--- config.mk ---
export PLATFORM = sky130hd
export DESIGN_NAME = assoc_trainer
export DESIGN_NICKNAME = d
export VERILOG_FILES = /design/src/rtl/assoc_trainer_pkg.sv /design/src/rtl/assoc_trainer_mem.sv /design/src/rtl/assoc_trainer.sv
export SDC_FILE = /design/constraint.sdc
export NUM_CORES = 1
export LEC_CHECK = 0
export ABC_AREA = 1
export CORE_AREA = 2 2 154 96
export CTS_CLUSTER_DIAMETER = 30
export CTS_CLUSTER_SIZE = 25
export DETAILED_ROUTE_END_ITERATION = 10
export DIE_AREA = 0 0 156 98
export PLACE_DENSITY_LB_ADDON = 0.05
export SYNTH_ARGS = -nofsm -noshare
export SYNTH_HDL_FRONTEND = slang
export SYNTH_SLANG_ARGS = --single-unit
--- constraint.sdc ---
create_clock -name clk -period 4.7 [get_ports clk]
set_clock_uncertainty 0.1 [all_clocks]
set_input_delay 0.47 -clock clk [delete_from_list [all_inputs] [get_ports clk]]
set_output_delay 0.47 -clock clk [all_outputs]
set_load 0.01 [all_outputs]
--- src/rtl/assoc_trainer_pkg.sv ---
// Shared constants for the associate trainer: FSM state codes, phase type and activation levels.
`timescale 1ns/1ps
package assoc_trainer_pkg;

  localparam logic [2:0] S_IDLE = 3'd0;
  localparam logic [2:0] S_FWD  = 3'd1;
  localparam logic [2:0] S_RES  = 3'd2;
  localparam logic [2:0] S_BWD  = 3'd3;
  localparam logic [2:0] S_FBK  = 3'd4;
  localparam logic [2:0] S_NEXT = 3'd5;

  typedef enum logic {
    PH_TRAIN = 1'b0,
    PH_EVAL  = 1'b1
  } phase_t;

  localparam logic [15:0] ACT_LOW  = 16'h0000;
  localparam logic [15:0] ACT_HIGH = 16'h00ff;

endpackage

--- src/rtl/assoc_trainer_mem.sv ---
// Sample store: one write port, one combinational read port, contents survive reset.
`timescale 1ns/1ps
module assoc_trainer_mem #(
  parameter int AW    = 16,
  parameter int RESW  = 16,
  parameter int DEPTH = 4,
  parameter int IW    = $clog2(DEPTH)
) (
  input  logic            clk,
  input  logic            we,
  input  logic [IW-1:0]   waddr,
  input  logic [AW-1:0]   warg,
  input  logic [RESW-1:0] wtgt,
  input  logic [IW-1:0]   raddr,
  output logic [AW-1:0]   rarg,
  output logic [RESW-1:0] rtgt
);

  logic [AW-1:0]   arg_q [DEPTH];
  logic [RESW-1:0] tgt_q [DEPTH];

  always_ff @(posedge clk) begin
    if (we) begin
      arg_q[waddr] <= warg;
      tgt_q[waddr] <= wtgt;
    end
  end

  assign rarg = arg_q[raddr];
  assign rtgt = tgt_q[raddr];

endmodule

--- src/rtl/assoc_trainer.sv ---
// Trains an associate unit over the stored samples for EPOCHS epochs, then runs one evaluation pass.
// Optional ASSOC_TRAINER_EARLY_STOP_EN: leave training after the first epoch with no sample error.
`timescale 1ns/1ps
module assoc_trainer import assoc_trainer_pkg::*; #(
  parameter int ARGN   = 2,
  parameter int ARGW   = 8,
  parameter int RESW   = 16,
  parameter int ERRW   = 16,
  parameter int FBKN   = ARGN,
  parameter int FBKW   = 16,
  parameter int DEPTH  = 4,
  parameter int EPOCHS = 25,
  parameter logic [RESW-1:0] HIGH = RESW'(ACT_HIGH)
) (
  input  logic                         clk,
  input  logic                         rst,
  input  logic                         start,
  output logic                         busy,
  output logic                         done,
  output logic [$clog2(DEPTH+1)-1:0]   miss,
  output logic [$clog2(EPOCHS+1)-1:0]  epoch,
  input  logic                         ld_valid,
  output logic                         ld_ready,
  input  logic [$clog2(DEPTH)-1:0]     ld_addr,
  input  logic [ARGN*ARGW-1:0]         ld_arg,
  input  logic [RESW-1:0]              ld_tgt,
  output logic                         en,
  output logic                         arg_valid,
  input  logic                         arg_ready,
  output logic [ARGN*ARGW-1:0]         arg_data,
  input  logic                         res_valid,
  output logic                         res_ready,
  input  logic [RESW-1:0]              res_data,
  output logic                         err_valid,
  input  logic                         err_ready,
  output logic [ERRW-1:0]              err_data,
  input  logic                         fbk_valid,
  output logic                         fbk_ready,
  input  logic [FBKN*FBKW-1:0]         fbk_data
);

  localparam int IW = $clog2(DEPTH);
  localparam int MW = $clog2(DEPTH+1);
  localparam int EW = $clog2(EPOCHS+1);
  localparam int AW = ARGN*ARGW;

  function automatic logic [RESW-1:0] activate(input logic [RESW-1:0] r);
    return ($signed(r) < 0) ? RESW'(ACT_LOW) : HIGH;
  endfunction

  function automatic logic [ERRW-1:0] error_fit(input logic signed [RESW-1:0] t,
                                                input logic signed [RESW-1:0] a);
    logic signed [RESW-1:0] d;
    d = t - a;
    return ERRW'(d);
  endfunction

  logic [2:0]      state_q;
  logic [IW-1:0]   idx_q;
  logic [EW-1:0]   epoch_q;
  logic [MW-1:0]   miss_q;
  phase_t          phase_q;
  logic            en_q;
  logic            done_q;
  logic [ERRW-1:0] err_q;
  logic [AW-1:0]   arg_rd;
  logic [RESW-1:0] tgt_rd;
  logic [ERRW-1:0] err_n;
  logic [EW-1:0]   epoch_inc;
  logic            last_idx;
  logic            stop_train;
  logic            unused_fbk;

  assoc_trainer_mem #(.AW(AW), .RESW(RESW), .DEPTH(DEPTH)) u_mem (
    .clk   (clk),
    .we    (ld_valid && ld_ready),
    .waddr (ld_addr),
    .warg  (ld_arg),
    .wtgt  (ld_tgt),
    .raddr (idx_q),
    .rarg  (arg_rd),
    .rtgt  (tgt_rd)
  );

  assign err_n     = error_fit(tgt_rd, activate(res_data));
  assign epoch_inc = epoch_q + EW'(1);
  assign last_idx  = (idx_q == IW'(DEPTH-1));
  assign unused_fbk = ^fbk_data;

`ifdef ASSOC_TRAINER_EARLY_STOP_EN
  logic ep_err_q;

  always_ff @(posedge clk) begin
    if (rst) begin
      ep_err_q <= 1'b0;
    end else if (state_q == S_IDLE || (state_q == S_NEXT && last_idx)) begin
      ep_err_q <= 1'b0;
    end else if (state_q == S_RES && res_valid && phase_q == PH_TRAIN && err_n != '0) begin
      ep_err_q <= 1'b1;
    end
  end

  assign stop_train = (epoch_inc == EW'(EPOCHS)) || !ep_err_q;
`else
  assign stop_train = (epoch_inc == EW'(EPOCHS));
`endif

  always_ff @(posedge clk) begin
    if (rst) begin
      state_q <= S_IDLE;
      idx_q   <= '0;
      epoch_q <= '0;
      miss_q  <= '0;
      phase_q <= PH_TRAIN;
      en_q    <= 1'b0;
      done_q  <= 1'b0;
      err_q   <= '0;
    end else begin
      done_q <= 1'b0;
      case (state_q)
        S_IDLE: if (start) begin
          state_q <= S_FWD;
          idx_q   <= '0;
          epoch_q <= '0;
          phase_q <= PH_TRAIN;
          en_q    <= 1'b1;
        end
        S_FWD: if (arg_ready) state_q <= S_RES;
        S_RES: if (res_valid) begin
          err_q <= err_n;
          if (phase_q == PH_EVAL) begin
            if (err_n != '0) miss_q <= miss_q + MW'(1);
            state_q <= S_NEXT;
          end else begin
            state_q <= S_BWD;
          end
        end
        S_BWD: if (err_ready) state_q <= S_FBK;
        S_FBK: if (fbk_valid) state_q <= S_NEXT;
        S_NEXT: begin
          if (!last_idx) begin
            idx_q   <= idx_q + IW'(1);
            state_q <= S_FWD;
          end else if (phase_q == PH_TRAIN) begin
            epoch_q <= epoch_inc;
            idx_q   <= '0;
            state_q <= S_FWD;
            if (stop_train) begin
              phase_q <= PH_EVAL;
              en_q    <= 1'b0;
              miss_q  <= '0;
            end
          end else begin
            state_q <= S_IDLE;
            done_q  <= 1'b1;
          end
        end
        default: state_q <= S_IDLE;
      endcase
    end
  end

  assign busy      = (state_q != S_IDLE);
  assign ld_ready  = (state_q == S_IDLE);
  assign arg_valid = (state_q == S_FWD);
  assign res_ready = (state_q == S_RES);
  assign err_valid = (state_q == S_BWD);
  assign fbk_ready = (state_q == S_FBK);
  assign arg_data  = arg_rd;
  assign err_data  = err_q;
  assign en        = en_q;
  assign done      = done_q;
  assign miss      = miss_q;
  assign epoch     = epoch_q;

endmodule
# After elaboration in Yosys (flattened, before gate mapping)
# Memory sizes are Yosys's and may differ from the RTL's. A register that Yosys moved wholly into a read port is not among the register bits.
# Cells that the tools add are included.
# word_totals
ff_bits	32
ram_bits	128
output_inout_bits	48
elab_cells	91
memories	2
# memory_table
name	words	word_bits	read_ports	rd_clocked_by_memory_dff	wr	line_no	rtl
u_mem.arg_q	4	16	1	1	1	assoc_trainer_mem.sv:19	logic [AW-1:0] arg_q [DEPTH];
u_mem.tgt_q	4	16	1	1	1	assoc_trainer_mem.sv:20	logic [RESW-1:0] tgt_q [DEPTH];
# op_classes
addsub	4
order_cmp	1
eq_ne	18
n_mux	42
bitwise	2
n_reduce_logical	14
# ops
operator	count
3-bit 2-to-1 mux	12
3-bit one-hot mux with 6 select lines	1
16-bit by 1-bit less-than comparator with 1-bit output (second input constant)	1
16-bit nonzero test	1
16-bit by 9-bit subtractor with 16-bit output	1
5-bit 2-to-1 mux	3
2-bit 2-to-1 mux	7
1-bit 2-to-1 mux	13
2-bit != test (second input constant)	6
5-bit one-hot mux with 2 select lines	1
5-bit AND reduction	2
8-bit 2-to-1 mux	1
2-bit by 1-bit != test with 1-bit output (second input constant)	4
7-bit AND reduction	1
3-bit by 2-bit == test with 1-bit output (second input constant)	2
3-bit == test (second input constant)	2
3-bit one-hot mux with 2 select lines	1
3-bit AND reduction	2
5-bit by 1-bit adder with 5-bit output (second input constant)	1
5-bit == test (second input constant)	1
1-bit one-hot mux with 2 select lines	2
2-bit one-hot mux with 2 select lines	1
4-bit AND reduction	1
2-bit nonzero test	2
11 further kinds	12

# Depth between registers and ports, before layout
# Gate-level depths: netlist (run 1).
# logic_depth
ltp_word	8
depth_mapped	23
mapped_depth_nobuf	20

# Modules after synthesis
# From an unflattened synthesis (run 1), not the netlist that was laid out.
# hier_totals
hier_cells	870
hier_area_um2	7697.4
# modules_own_cells
mod	n_inst	cells_each	area_per_inst_um2	seq_area_each_um2
assoc_trainer_mem	1	509	5437.7	3843.7
assoc_trainer	1	361	2259.7	640.6

# Worst setup path after synthesis (run 1)
# No wires, ideal clock.
# synth_timing
path_type	register to register
startpoint	reg state_q[2]
endpoint	mem u_mem.arg_q[0][0] (enable)
setup_time_ps	461
arrival_time_ps	3131
t_required_ps	4139
slack_ps	1008
stages_incl_launch_ff	6
path_buffers	0
cell_sequence	dfxtp_1 > nor2_1 > nand2_1 > inv_1 > nand2_1 > nor3_1
# synth_via
elab_chain_len	4
# synth_rtl
element	line_no	rtl
start, declared	assoc_trainer.sv:58	logic [2:0] state_q;
start signal, assigned	assoc_trainer.sv:110	state_q <= S_IDLE;
start signal, assigned	assoc_trainer.sv:122	state_q <= S_FWD;
start signal, assigned	assoc_trainer.sv:128	S_FWD: if (arg_ready) state_q <= S_RES;
3-bit zero test	assoc_trainer.sv:164	assign ld_ready = (state_q == S_IDLE);
named net ld_ready	assoc_trainer.sv:23	output logic ld_ready,
1-bit logical AND	assoc_trainer.sv:76	.we (ld_valid && ld_ready),
1-bit 2-to-1 mux	assoc_trainer_mem.sv:23	if (we) begin
1-bit 2-to-1 mux (implied by the code)	assoc_trainer_mem.sv:24	arg_q[waddr] <= warg;
end, declared	assoc_trainer_mem.sv:19	
# The timed path passes the listed nets, and every way through them passes these cells.

==> results of run 1 <==
area by class of cell:
class / instances / area (um^2) / area share
Clock inverter: 8 / 85.1 / 0.00965
Multi-Input combinational cell: 418 / 2210 / 0.251
Timing Repair Buffer: 100 / 976 / 0.111
Inverter: 70 / 263 / 0.0298
Sequential cell: 162 / 4530 / 0.513
Tap cell: 180 / 225 / 0.0255
Clock buffer: 24 / 529 / 0.0600
synth_stat cells (all sizes together) (12+ instances only):
master / instances
a21oi: 24
o21ai: 63
ha: 12
inv: 70
nand3: 41
nand2: 135
nor2: 71
dfxtp: 34
clkbuf: 18
edfxtp: 128
o22ai: 22
layer usage:
metal	routed length [um]	global-route usage	vias up
met4	142	0.0550	0
met2	7030	0.322	129
met1	7500	0.312	2409
met5	0	0	-
li1	-	-	2533
met3	793	0.0493	12
cell usage in the layout, fill, tap and decap left out, types with 10 or more instances in the layout:
cell and count:
dfxtp_1 33, nor2_1 63, a21oi_1 23, ha_1 12, nand3_1 34, nand2_1 121
o21ai_0 62, inv_1 66, nand2_2 11, clkdlybuf4s50_1 90, buf_4 10, o22ai_1 22
clkbuf_16 20, edfxtp_1 128
power breakdown:
part	total [W]	switching (W)	internal [W]	leakage, nW
combinational	0.000663	0.000393	0.000270	1.67
clock	0.00141	0.000561	0.000853	0.305
sequential	0.00174	0.0000539	0.00169	1.44
critical path, cell delays in order, from the launching register on:
cell     delay (ns)
dfxtp_2        0.58
buf_4          0.35
nand2_1        0.08
a32oi_1        0.38
inv_1          0.13
fa_1           0.55
nand2_1        0.05
inv_1          0.06
nand3_1        0.06
nor2_1         0.10
nand3_1        0.09
nor2_1         0.10
nand2_1        0.06
nor2_1         0.09
nand3_1        0.10
nor2_1         0.12
nand3_2        0.15
a21oi_1        0.16
nor2_1         0.06
cells by family after synthesis:
group / synth area share
DFF: 0.637
AOI/OAI and AO/OA: 0.108
buffers and inverters: 0.0549
and+or+nand+nor: 0.170
adders and majority gates: 0.0239
xor gates and xnor gates: 0.00616
worst max path at each step:
stage / endpoint / slack (ns) / start / cells after the start
after floorplan: u_mem.arg_q[0][0]$_DFFE_PP_ / 1.01 / state_q[2]$_SDFFE_PP0P_ / 5
after global placement: miss[1]$_SDFFE_PP0P_ / 1.25 / flip-flop / 18
after detailed placement: miss[0]$_SDFFE_PP0P_ / 1.24 / flip-flop / 19
after CTS: miss[0]$_SDFFE_PP0P_ / 1.21 / flip-flop / 19
after global routing: miss[1]$_SDFFE_PP0P_ / 0.82 / flip-flop / 18
final: miss[0]$_SDFFE_PP0P_ / 1.22 / flip-flop / 18
registers in the layout (all words and copies together) (netlist names), named ones only:
name,cells
miss,3
err_data,16
state_q,3
done,1
en,1
u_mem.arg_q,64
idx_q,2
epoch,5
phase_q,1
u_mem.tgt_q,64
through the flow:
| step | hold slack [ns] | power (W) | std cells | utilization | setup slack [ns] |
|---|---|---|---|---|---|
| floorplan | 0.361 | 0.00214 | 674 | - | 1.01 |
| global placement | 0.365 | 0.00242 | 930 | 0.586 | 1.25 |
| detailed placement | 0.374 | 0.00243 | 930 | 0.586 | 1.24 |
| CTS | 0.392 | 0.00385 | 962 | 0.630 | 1.21 |
| global route | 0.410 | 0.00400 | 962 | 0.630 | 0.822 |
| finish | 0.386 | 0.00382 | 962 | 0.630 | 1.22 |
==> impl_metrics.py, run 1 <==
metrics = {
    "sta": {
        "fin_crit_ns": 3.48,
        "fmax_mhz": 287,
        "rsz0062_at_grt": "no",
        "maxSlewHeadroom": 0.558,
        "maxSlewViolCount": 0,
        "tns_ns": 0,
        "hold_viol": 0,
        "period_share": 0.741,
        "tightest_slew_ns": 0.663,
        "setup_viol": 0,
    },
    "floorplanning": {
        "core_um2": 14000,
        "dieArea_um2": 15300,
        "num_rows": 34,
        "chipWidth_um": 156,
        "floorplan.initialDensity": 0.508,
        "ios": 138,
        "die_height_um": 98,
    },
    "synthesis": {
        "synthTopCellsByArea": "edfxtp_1 (54%), dfxtp_1 (9.6%), nand2_1 (6.4%)",
        "yosysTopAreaCell": "edfxtp_1",
        "synthFlopType": "edfxtp_1",
        "synthArstFlopShare": 0,
        "yosys_warnings": 0,
        "synth_edf_count": 128,
        "synth_cells": 674,
        "synth_area_um2": 7110,
        "synth_top_cell_area_share": 0.541,
        "avgSynthCellArea_um2": 10.5,
        "ys_ff_latch": 162,
        "syn_nets": 777,
        "synth.distinct_cells": 41,
        "seq_area_frac_synth": 0.637,
    },
    "finish": {
        "nets": 872,
        "areaGrowthSynthToFinish_pct": 24.0,
        "drive_gt1_frac": 0.105,
        "fin_area_um2": 8820,
        "num_antenna_cells": 0,
        "num-fill-cells": 1090,
    },
    "clock_network": {
        "clk_pin_slew_ns": 0.07,
        "numCtsBuffers": 17,
        "ctsResizeCount": 0,
        "h-tree-depth": 4,
        "holdBufCountCts": 0,
        "clkLatencyLatePin_ns": 0.42,
        "clockBufferDepth": 2,
        "cts-root-buf": "clkbuf_16",
        "tritoncts": "done",
        "cts.sinks": 162,
        "post_cts_buffers": 0,
    },
    "route": {
        "antenna_left": 0,
        "post-route-drc-count": 0,
        "wl_per_cell_um": 16.1,
        "routed_wl_mm": 15.5,
        "drt_pass1_iterations": 5,
        "vias": 5083,
        "drtIter0Drc": 420,
        "viasPerCell": 5.28,
    },
    "power_and_ir_drop": {
        "ir_drop_mv": 0.215,
        "leakage_nw": 3.41,
        "powerDensity_nw_per_um2": 433,
    },
    "critical_path": {
        "rr_endpoint": "miss[0]$_SDFFE_PP0P_",
        "reg2reg_depth": 18,
        "cp-start-kind": "flip-flop",
        "crit_type": "flip-flop to flip-flop",
        "crit_path_end_kind": "flip-flop",
        "worstPathMaxFanout": 25,
        "worstPathRequired_ns": 4.90,
        "reg2reg_slack_ns": 1.22,
        "cp.arrival_ns": 3.69,
    },
    "min_path": {
        "hold_path.class": "flip-flop to flip-flop",
        "hold_start": "idx_q[1]$_SDFFE_PP0P_",
        "hold_depth": 2,
        "min_to": "idx_q[1]$_SDFFE_PP0P_",
    },
    "outcome": {
        "status": "complete, no violations",
    },
    "grt": {
        "grt_overflow": 0,
        "grt_pass1_wl_mm": 25.0,
        "grt_pass1_vias": 4960,
        "antenna_found_initial": 0,
        "grt_max_degree": 39,
        "grt_use_total": 0.213,
    },
    "placement": {
        "portBuffers": 90,
        "placed_area_um2": 8200,
        "post-dp-hpwl_mm": 9.91,
        "gp_congestion": 0.865,
    },
    "flow_run": {
        "max_cap_viol_count": 0,
    },
}
(Power assumes the default switching activity.)
==> inputs of run 2 (changes only) <==
Clock period 4.7 ns to 3.6 ns, I/O delays scaled along.
==> impl_metrics.py, run 2 (synthesis results as in run 1) <==
metrics = {
    "finish": {
        "areaGrowthSynthToFinish_pct": 23.9,
        "nets": 875,
        "drive_gt1_frac": 0.108,
        "num_antenna_cells": 0,
        "final_cells": 965,
        "final_cell_mix": "edfxtp_1 (128), nand2_1 (121), clkdlybuf4s50_1 (90)",
        "mostFrequentLayoutCell": "edfxtp_1",
        "utilization": 0.629,
    },
    "min_path": {
        "hold_depth": 2,
        "hold_path.class": "flip-flop to flip-flop",
        "hold_start": "en$_SDFFE_PP0P_",
        "min_to": "en$_SDFFE_PP0P_",
    },
    "grt": {
        "grt_max_degree": 49,
        "antenna_found_initial": 0,
        "grt_overflow": 0,
        "grt_pass1_wl_mm": 25.5,
        "grt_use_total": 0.218,
        "grt_pass1_vias": 4978,
    },
    "critical_path": {
        "cp.arrival_ns": 3.40,
        "crit_path_end_kind": "flip-flop",
        "reg2reg_depth": 19,
        "worstPathMaxFanout": 17,
        "cpLargestDelayFamily": "simple AND/OR/NAND/NOR gates",
        "crit_type": "flip-flop to flip-flop",
        "cp-start-kind": "flip-flop",
        "worstPathRequired_ns": 3.86,
        "rr_endpoint": "miss[2]$_SDFFE_PP0P_",
        "cpMaxStageDelayCell": "fa_1",
        "crit_chain": "inv_2 -> nand2_1 -> a32oi_1 -> inv_1 -> fa_1 -> nand2_1 -> inv_1 -> nand3_1 -> nor2_1 -> nand3_1 -> nor2_1 -> nand2_1 -> nor2_1 -> nand3_1 -> nor2_1 -> nand3_2 -> nand3_1 -> nand2_1 -> nor2_1",
        "worst-path-buf-inv": 3,
        "reg2reg_slack_ns": 0.46,
        "slowest_delay_ns": 0.54,
        "critPathMostFrequentCell": "nor2_1",
    },
    "sta": {
        "period_share": 0.872,
        "fmax_mhz": 318,
        "tightest_slew_ns": 0.706,
        "setup_viol": 0,
        "maxSlewViolCount": 0,
        "hold_viol": 0,
        "fin_crit_ns": 3.14,
        "rsz0062_at_grt": "no",
        "maxSlewHeadroom": 0.529,
    },
    "power_and_ir_drop": {
        "internal-power_w": 0.00355,
        "clkPwrFrac": 0.362,
        "leakage_nw": 3.42,
        "switching_share": 0.279,
        "p_switching_w": 0.00137,
        "seq_power_share": 0.461,
        "ir_drop_mv": 0.373,
        "powerDensity_nw_per_um2": 559,
        "comb_power_share": 0.178,
    },
    "clock_network": {
        "clkLatencyLatePin_ns": 0.43,
        "numCtsBuffers": 17,
        "holdBufCountCts": 0,
        "cts.sinks": 162,
        "clockBufferDepth": 2,
        "tritoncts": "done",
        "clk_pin_slew_ns": 0.07,
        "ctsResizeCount": 0,
        "post_cts_buffers": 0,
        "cts-root-buf": "clkbuf_16",
        "h-tree-depth": 4,
    },
    "floorplanning": {
        "floorplan.initialDensity": 0.508,
        "ios": 138,
        "die_height_um": 98,
        "chipWidth_um": 156,
        "num_rows": 34,
        "core_um2": 14000,
        "dieArea_um2": 15300,
    },
    "placement": {
        "portBuffers": 90,
        "gp_congestion": 0.882,
        "placed_cells": 933,
        "post-dp-hpwl_mm": 10.1,
    },
    "route": {
        "post-route-drc-count": 0,
        "viasPerCell": 5.35,
        "antenna_left": 0,
        "wl_per_cell_um": 16.4,
        "drtIter0Drc": 463,
        "routed_wl_mm": 15.8,
        "drt_pass1_iterations": 5,
        "vias": 5160,
    },
    "flow_run": {
        "max_cap_viol_count": 0,
    },
    "outcome": {
        "status": "complete, no violations",
    },
}
run 2: metal layers:
metal,track usage,part of all wire,wire length (um)
met1,0.319,0.48,7610
met2,0.332,0.45,7060
met3,0.0453,0.064,1010
met4,0.0635,0.0092,146
met5,0,0,0
run 2: worst max path at each step:
stage | slack (ns) | cells past startpoint | startpoint | endpoint
final | 0.46 | 19 | flip-flop | miss[2]$_SDFFE_PP0P_
after CTS | 0.47 | 19 | flip-flop | miss[2]$_SDFFE_PP0P_
after global placement | 0.51 | 18 | flip-flop | miss[1]$_SDFFE_PP0P_
after floorplan | -0.09 | 5 | state_q[2]$_SDFFE_PP0P_ | u_mem.arg_q[0][0]$_DFFE_PP_
after global routing | 0.20 | 19 | flip-flop | miss[2]$_SDFFE_PP0P_
after detailed placement | 0.50 | 19 | flip-flop | miss[2]$_SDFFE_PP0P_
run 2: final cells by class:
class,instances,area [um^2]
fill,1127,5190
sequential,162,4530
multi-input combinational,418,2210
timing repair buffer,103,998
clock buffer,21,483
inverter,70,263
tap,180,225
clock inverter,11,101
run 2: power groups by stage:
stage                     Clock, W  Sequential, W  Combinational, W
final                      0.00178        0.00227          0.000875
after detailed placement         0        0.00231          0.000870
after CTS                  0.00180        0.00227          0.000876
after floorplan                  0        0.00233          0.000463
after global placement           0        0.00230          0.000857
after global routing       0.00189        0.00229          0.000969
run 2: worst min-delay path: stages (launching register included):
cell	delay [ns]
dfxtp_1	0.31
o21ai_0	0.06
a21oi_1	0.06
run 2: stage by stage:
step / instance area, um^2 / hold WS [ns] / setup slack, ns / power [W] / TNS (ns)
detailed placement: 8230 / 0.369 / 0.499 / 0.00318 / 0
CTS: 8810 / 0.386 / 0.470 / 0.00495 / 0
floorplan: 7110 / 0.359 / -0.0921 / 0.00279 / -11.77
global route: 8810 / 0.438 / 0.196 / 0.00514 / 0
finish: 8810 / 0.379 / 0.459 / 0.00493 / 0
global placement: 8230 / 0.365 / 0.511 / 0.00316 / 0
